<file path="src/rtl/slice_log_capture.sv">
// slice_log_capture: decimated capture of a slice's signed log value plus its
// address tag into a small show-ahead FIFO. Captures that find the FIFO full
// (with no pop on the same edge) are dropped and counted.
module slice_log_capture #(
    parameter int DATA_WIDTH = 24,
    parameter int TAG_WIDTH  = 4,
    parameter int DEPTH_LOG2 = 4
) (
    input  logic                            clock_200,
    input  logic                            reset,
    input  logic                            logging_trigger,
    input  logic [TAG_WIDTH-1:0]            logging_address,
    input  logic signed [DATA_WIDTH-1:0]    log_value,
    input  logic [7:0]                      decimation,
    input  logic                            clear_overflow,
    input  logic                            out_ready,
    output logic                            out_valid,
    output logic [TAG_WIDTH+DATA_WIDTH-1:0] out_data,
    output logic [DEPTH_LOG2:0]             fifo_count,
    output logic                            overflow,
    output logic [15:0]                     dropped_count
);

    localparam int ENTRY_W = TAG_WIDTH + DATA_WIDTH;
    localparam int DEPTH   = 1 << DEPTH_LOG2;
    localparam logic [DEPTH_LOG2:0] FULL_COUNT = (DEPTH_LOG2 + 1)'(DEPTH);

    // Storage is not reset; contents only matter behind a valid count.
    logic [ENTRY_W-1:0] mem [DEPTH];

    logic [7:0]            dec_cnt_q, dec_cnt_d;
    logic [DEPTH_LOG2-1:0] wr_ptr_q, wr_ptr_d;
    logic [DEPTH_LOG2-1:0] rd_ptr_q, rd_ptr_d;
    logic [DEPTH_LOG2:0]   count_q, count_d;
    logic                  overflow_q, overflow_d;
    logic [15:0]           dropped_q, dropped_d;

    logic capture;
    logic full;
    logic pop;
    logic push;
    logic drop;

    // Next-state: decimation, FIFO bookkeeping and drop accounting.
    always_comb begin
        dec_cnt_d  = dec_cnt_q;
        wr_ptr_d   = wr_ptr_q;
        rd_ptr_d   = rd_ptr_q;
        count_d    = count_q;
        overflow_d = overflow_q;
        dropped_d  = dropped_q;

        capture = logging_trigger && (dec_cnt_q == 8'd0);
        full    = (count_q == FULL_COUNT);
        pop     = (count_q != '0) && out_ready;
        // A pop on the same edge frees the slot, so a full FIFO still accepts.
        push    = capture && (!full || pop);
        drop    = capture && full && !pop;

        // ">=" also folds a counter stranded above a lowered decimation back to 0.
        if (logging_trigger) begin
            dec_cnt_d = (dec_cnt_q >= decimation) ? 8'd0 : dec_cnt_q + 8'd1;
        end

        if (push) begin
            wr_ptr_d = wr_ptr_q + 1'b1;
        end
        if (pop) begin
            rd_ptr_d = rd_ptr_q + 1'b1;
        end
        if (push && !pop) begin
            count_d = count_q + 1'b1;
        end else if (pop && !push) begin
            count_d = count_q - 1'b1;
        end

        // Clear first, then a same-edge drop re-arms the flag and counts 1.
        if (clear_overflow) begin
            overflow_d = 1'b0;
            dropped_d  = 16'd0;
        end
        if (drop) begin
            overflow_d = 1'b1;
            if (dropped_d != 16'hFFFF) begin
                dropped_d = dropped_d + 16'd1;
            end
        end
    end

    // State registers with synchronous reset.
    always_ff @(posedge clock_200) begin
        if (reset) begin
            dec_cnt_q  <= 8'd0;
            wr_ptr_q   <= '0;
            rd_ptr_q   <= '0;
            count_q    <= '0;
            overflow_q <= 1'b0;
            dropped_q  <= 16'd0;
        end else begin
            dec_cnt_q  <= dec_cnt_d;
            wr_ptr_q   <= wr_ptr_d;
            rd_ptr_q   <= rd_ptr_d;
            count_q    <= count_d;
            overflow_q <= overflow_d;
            dropped_q  <= dropped_d;
        end
    end

    // Entry write; the value is stored as raw two's complement bits.
    always_ff @(posedge clock_200) begin
        if (!reset && push) begin
            mem[wr_ptr_q] <= {logging_address, log_value};
        end
    end

    // Show-ahead head: the entry is visible as soon as the count is non-zero.
    assign out_data      = mem[rd_ptr_q];
    assign out_valid     = (count_q != '0);
    assign fifo_count    = count_q;
    assign overflow      = overflow_q;
    assign dropped_count = dropped_q;

endmodule

</file>
<file path="config.mk">
export PLATFORM = sky130hd
export DESIGN_NAME = slice_log_capture
export DESIGN_NICKNAME = d
export VERILOG_FILES = /design/src/rtl/slice_log_capture.sv
export SDC_FILE = /design/constraint.sdc
export NUM_CORES = 1
export LEC_CHECK = 0
export ABC_AREA = 0
export CAP_MARGIN = 20
export CORE_MARGIN = 10
export CORE_UTILIZATION = 50
export DETAILED_ROUTE_END_ITERATION = 16
export GPL_TIMING_DRIVEN = 0
export MAX_ROUTING_LAYER = met4
export PLACE_DENSITY_LB_ADDON = 0.2
export SLEW_MARGIN = 20
export SYNTH_ARGS = -nofsm -noshare
export SYNTH_HDL_FRONTEND = slang
export SYNTH_SLANG_ARGS = --single-unit
</file>
<file path="constraint.sdc">
create_clock -name clock_200 -period 4.4 [get_ports clock_200]
set_input_delay 0.88 -clock clock_200 [delete_from_list [all_inputs] [get_ports clock_200]]
set_output_delay 0.88 -clock clock_200 [all_outputs]
set_load 0.005 [all_outputs]
</file>
# Word-level counts from Yosys, hierarchy flattened
# Memory sizes are Yosys's and may differ from the RTL's. A register that Yosys moved wholly into a read port is not among the register bits.
# Index checks and enable logic that the tools add are counted.
# totals
register_bits,38
ram_bits,448
in_bits,41
output_inout_bits,51
word_cells,45
memories,1
# classes
addsub,6
order_cmp,1
n_eq_ne,2
mux,12
n_reduce_logical,17
# memory_table
name,words,width,rd,rd_clocked_by_memory_dff,wr,line_no,source
mem,16,28,1,1,1,29,logic [ENTRY_W-1:0] mem [DEPTH];
# op_table
operator,count
2-to-1 mux 16 bit,3
"adder 16 x 1 -> 16 bit, second input constant",1
"!= test 16 bit, second input constant",1
2-to-1 mux 5 bit,2
"adder 4 x 1 -> 4 bit, second input constant",2
"adder 8 x 1 -> 8 bit, second input constant",1
>= comparator 8 bit,1
logical AND 1 bit,8
zero test 8 bit,1
2-to-1 mux 4 bit,2
2-to-1 mux 8 bit,1
"adder 5 x 1 -> 5 bit, second input constant",1
"equality test 5 bit, second input constant",1
nonzero test 5 bit,1
"subtractor 5 x 1 -> 5 bit, second input constant",1
zero test 1 bit,4
2-to-1 mux 1 bit,4
nonzero test 2 bit,2
logical OR 1 bit,1

# Depth between registers and ports, before layout
# logic_depth
word_depth,8
mapped_depth,12
depth_no_buf,12

# Least setup slack after synthesis
# Ideal clock, no wire load.
# synth_timing
path_kind,input -> register
from,in logging_trigger
to,"mem mem[3][0] (netlist name), enable pin"
arrival_time_ns,3.346
slack_ns,0.641
cell_stages,5
n_path_buf,1
cell_sequence,buf_2 or4b_1 a211oi_2 nand2_1 nor2_1
# synth_via
elab_chain_cells,5
# synth_rtl
item,line_no,source
start: declaration,11,"input logic logging_trigger,"
logical AND 1 bit,53,capture = logging_trigger && (dec_cnt_q == 8'd0);
logical AND 1 bit,57,push = capture && (!full || pop);
logical AND 1 bit,111,if (!reset && push) begin
2-to-1 mux 1 bit,111,
2-to-1 mux 1 bit (implied by the code),112,"mem[wr_ptr_q] <= {logging_address, log_value};"
end: declaration,29,
# Every way passes these cells.

==> impl_results.md <==
- Main combinational cell family by area after synthesis: multiplexers
- Std cell rows: 71
- Final number of hold-violating endpoints: 0
- TritonCTS Buffers: slightly below 50
- Vias/cell: 5.70
- Vias in the first global route: 9752
- Adder-cell share of the synthesized area: under 10%
- Die footprint: 46700 µm²
- Starting Density: 50.9%
- Drt wl/cell: roughly 25 µm
- Worst Max-Slew Pin Slew: roughly 1 ns
- Gpl congestion: about 0.8
- Final setup vio count: 0
- Register-to-Register Path Depth: 12
- DRC viols: 0
- Core region area: ~38000 µm²
- Fin nets: around 1.1k
- Syn Nets: about 970
- Vias: 9199
- Starting DRT DRC Count: roughly 660
- Max rail drop VDD: 296 µV
- Clock Latency Late Sink: between 0.5 and 0.6 ns
- DIE WIDTH: about 220 µm
- Cell taking the most area after synthesis: edfxtp_1
- Post-synth EDFFs: approximately 450
- Post-synthesis cell count: 904
- Routed WL: 40.4 mm
- Root Driver: clkbuf_16
- Fin Setup TNS: 0 ns
- Tcrit/Tclk final: between 90 and 100%
- Syn avg cell area: about 21 µm²
- CTS H-tree lvls: 2
- Area grow syn2layout: 19.1%
- Fill cells: between 2k and 3k
- Sequential share of the synthesized area: approximately 74%
- Yosys warnings: 0
- RSZ-0062 raised after global routing: no
- Hold worst-path end: overflow$_SDFFE_PP0P_
- Total of max-cap violations: 0
- Clk sink count: 490
- Synth top area cells: edfxtp_1 (70%), mux4_2 (16%), dfxtp_1 (4.4%)
- Crit path capture type: output pin
- Grt total ovfl: 0
- First-pass GRT wire length: ~62 mm
- Hold Path Depth: 2
- HP Start: overflow$_SDFFE_PP0P_
- CP required: 3.52 ns
- Crit-path max FO: 10
- Share of layout cells above drive strength 1: 25.8%
- GRT Overall Usage: 18.2%
- Remaining antenna violation count: 0
- Crit Path Category: reg2out
- CTS clock-pin slew for the worst setup and hold paths: around 0.06 ns
- Main synth FF type: edfxtp_1
- CTS tree: yes
- Leak: 0.00708 µW
- CP Launch Type: register
- Clock Skew: 0.0130 ns
- Pins Over Slew Limit: 0
- Worst r2r src: dec_cnt_q[0]$_SDFFE_PP0P_
- Dpl hpwl: around 26 mm
- Distinct cells, synth: 45
- Asr flop ratio synth: 0%
- R2r endpoint: fifo_count[4]$_SDFFE_PP0P_
- #FFs+latches synth: between 400 and 500
- Largest net degree at the start of global routing: 19
- Post-CTS setup buffers: 0
- IO Count: 92
- DR pass1 iterations: 5
- Initial antenna violation count: 1
- Fin crit period: 4.28 ns
- PwrDens: 479 nW/µm²
- Compound-Gate Fraction of Synth Area: between 1.5 and 2%
- Post-Route Utilization: 60.6%
- Slew HR: between 30% and 40%
- Clock buffer depth: 3
- Worst hold path type: reg2reg
- Netlist Area Pre-Place: roughly 19000 µm²
- Fmax: 234 MHz
- IO buf count: 89
- Status: completed
- Crit path arrival time: ~3.4 ns
- Synth Area in XOR/XNOR: 1.32%
- Synth top area share: a little over two thirds
- R2r setup slk: a little over 0.9 ns
- Post-synthesis mux area share: roughly 17%
- Synth Area in Simple Gates: 3.51%
- Hold Slack: 0.479 ns
- Die H: 216 µm
## area by class of cell
cell class / instances / area [µm²] / share of cell area [%]
timing repair buffer: 108 / 1370 / 6.00
inverter: 13 / 48.8 / 0.213
sequential: 490 / 14300 / 62.5
antenna: 1 / 2.50 / 0.0109
tap: 511 / 639 / 2.79
buffer: 43 / 231 / 1.01
multi-input combinational: 357 / 4810 / 21.0
clock buffer: 67 / 1330 / 5.83
clock inverter: 24 / 144 / 0.629
## cells by family (layout without fill, tap and decap cells)
logic type	count (synthesis)	count (layout)
compound gates	33	33
xor+xnor	29	29
fa+ha+maj	21	21
buf+inv	57	255
flops	490	490
mux	145	145
other cells	0	1
simple gates	129	129
## layout by cell type, fill, tap and decap left out, types with 3 or more instances in the layout
master and count:
buf_16 15, a21o_1 3, or3_1 3, clkinv_1 9, nand2_1 16, buf_4 5, inv_1 13, a21oi_1 11
and4b_1 4, edfxtp_1 448, mux2i_1 5, a211oi_2 7, nand2b_1 8, xor2_1 11, clkdlybuf4s50_1 89, nor2b_1 10
ha_1 20, clkbuf_8 4, clkbuf_4 3, nand3_1 8, clkbuf_1 31, xnor2_1 18, nor2_4 16, clkbuf_2 12
and4_1 3, nor2_1 38, dfxtp_1 42, clkinv_2 9, nand4_1 5, nor3_2 3, mux4_2 140, clkbuf_16 49
## metal layers
metal | share of wire (%) | vias up | global-route usage, %
li1 | - | 4050 | -
met1 | 43 | 4840 | 24.5
met2 | 49 | 251 | 28.4
met3 | 5.9 | 58 | 3.41
met4 | 1.7 | 0 | 4.47
met5 | 0 | - | -
## critical path, stage by stage (launching register included)
cell and delay (ns):
dfxtp_1 0.39, clkbuf_1 0.54, clkbuf_2 0.48, mux4_2 0.38, mux4_2 0.54, clkdlybuf4s50_1 0.48
## synthesized netlist by cell type (all sizes together) (8+ instances only)
cell    instances
xnor2          18
nand2          16
a21oi          12
edfxtp        448
nand3           8
clkbuf         28
nor2           54
dfxtp          42
a211oi          8
xor2           11
nand2b          8
mux4          140
ha             20
inv            13
nor2b          10
buf            16
## how the worst max path moves through the flow
stage / slack [ns] / endpoint / start
3_5_place_dp: 0.13 / out_data[25] / register
3_3_place_gp: -1.20 / mem[14][11]$_DFFE_PP_ / logging_trigger
6_report: 0.12 / out_data[27] / register
5_1_grt: 0.03 / out_data[15] / register
2_1_floorplan: 0.64 / mem[3][0]$_DFFE_PP_ / logging_trigger
4_1_cts: 0.03 / out_data[10] / register
## flip-flops by register name, indices dropped and copies added, names as in the netlist, named ones only
| signal | flops |
|---|---|
| fifo_count | 5 |
| dropped_count | 16 |
| dec_cnt_q | 8 |
| rd_ptr_q | 4 |
| wr_ptr_q | 4 |
| mem | 448 |
| overflow | 1 |
## through the flow
step	cells	instance area [µm²]	total power, µW	setup WS [ns]
6_report	1614	22900	11000	0.123
4_1_cts	1613	22900	11100	0.0264
5_1_grt	1614	22900	11400	0.0307
3_3_place_gp	1504	20700	7220	-1.20
3_5_place_dp	1523	21400	7260	0.131
2_1_floorplan	904	19200	6500	0.641
## repair_timing
| action | 4_1_cts | 5_1_grt |
|---|---|---|
| hold endpoints to repair | 0 | 0 |
| endpoints found under the setup margin | 28 | 20 |
| resized for setup | 45 | 5 |
| pin swaps | 0 | 0 |
| hold buffers | 0 | 0 |
## power breakdown
group          switching [µW]  internal [µW]  total (µW)
registers                54.8           5160        5210
logic                     875           1040        1910
clock network            1700           2130        3820
(Power assumes the default switching activity.)
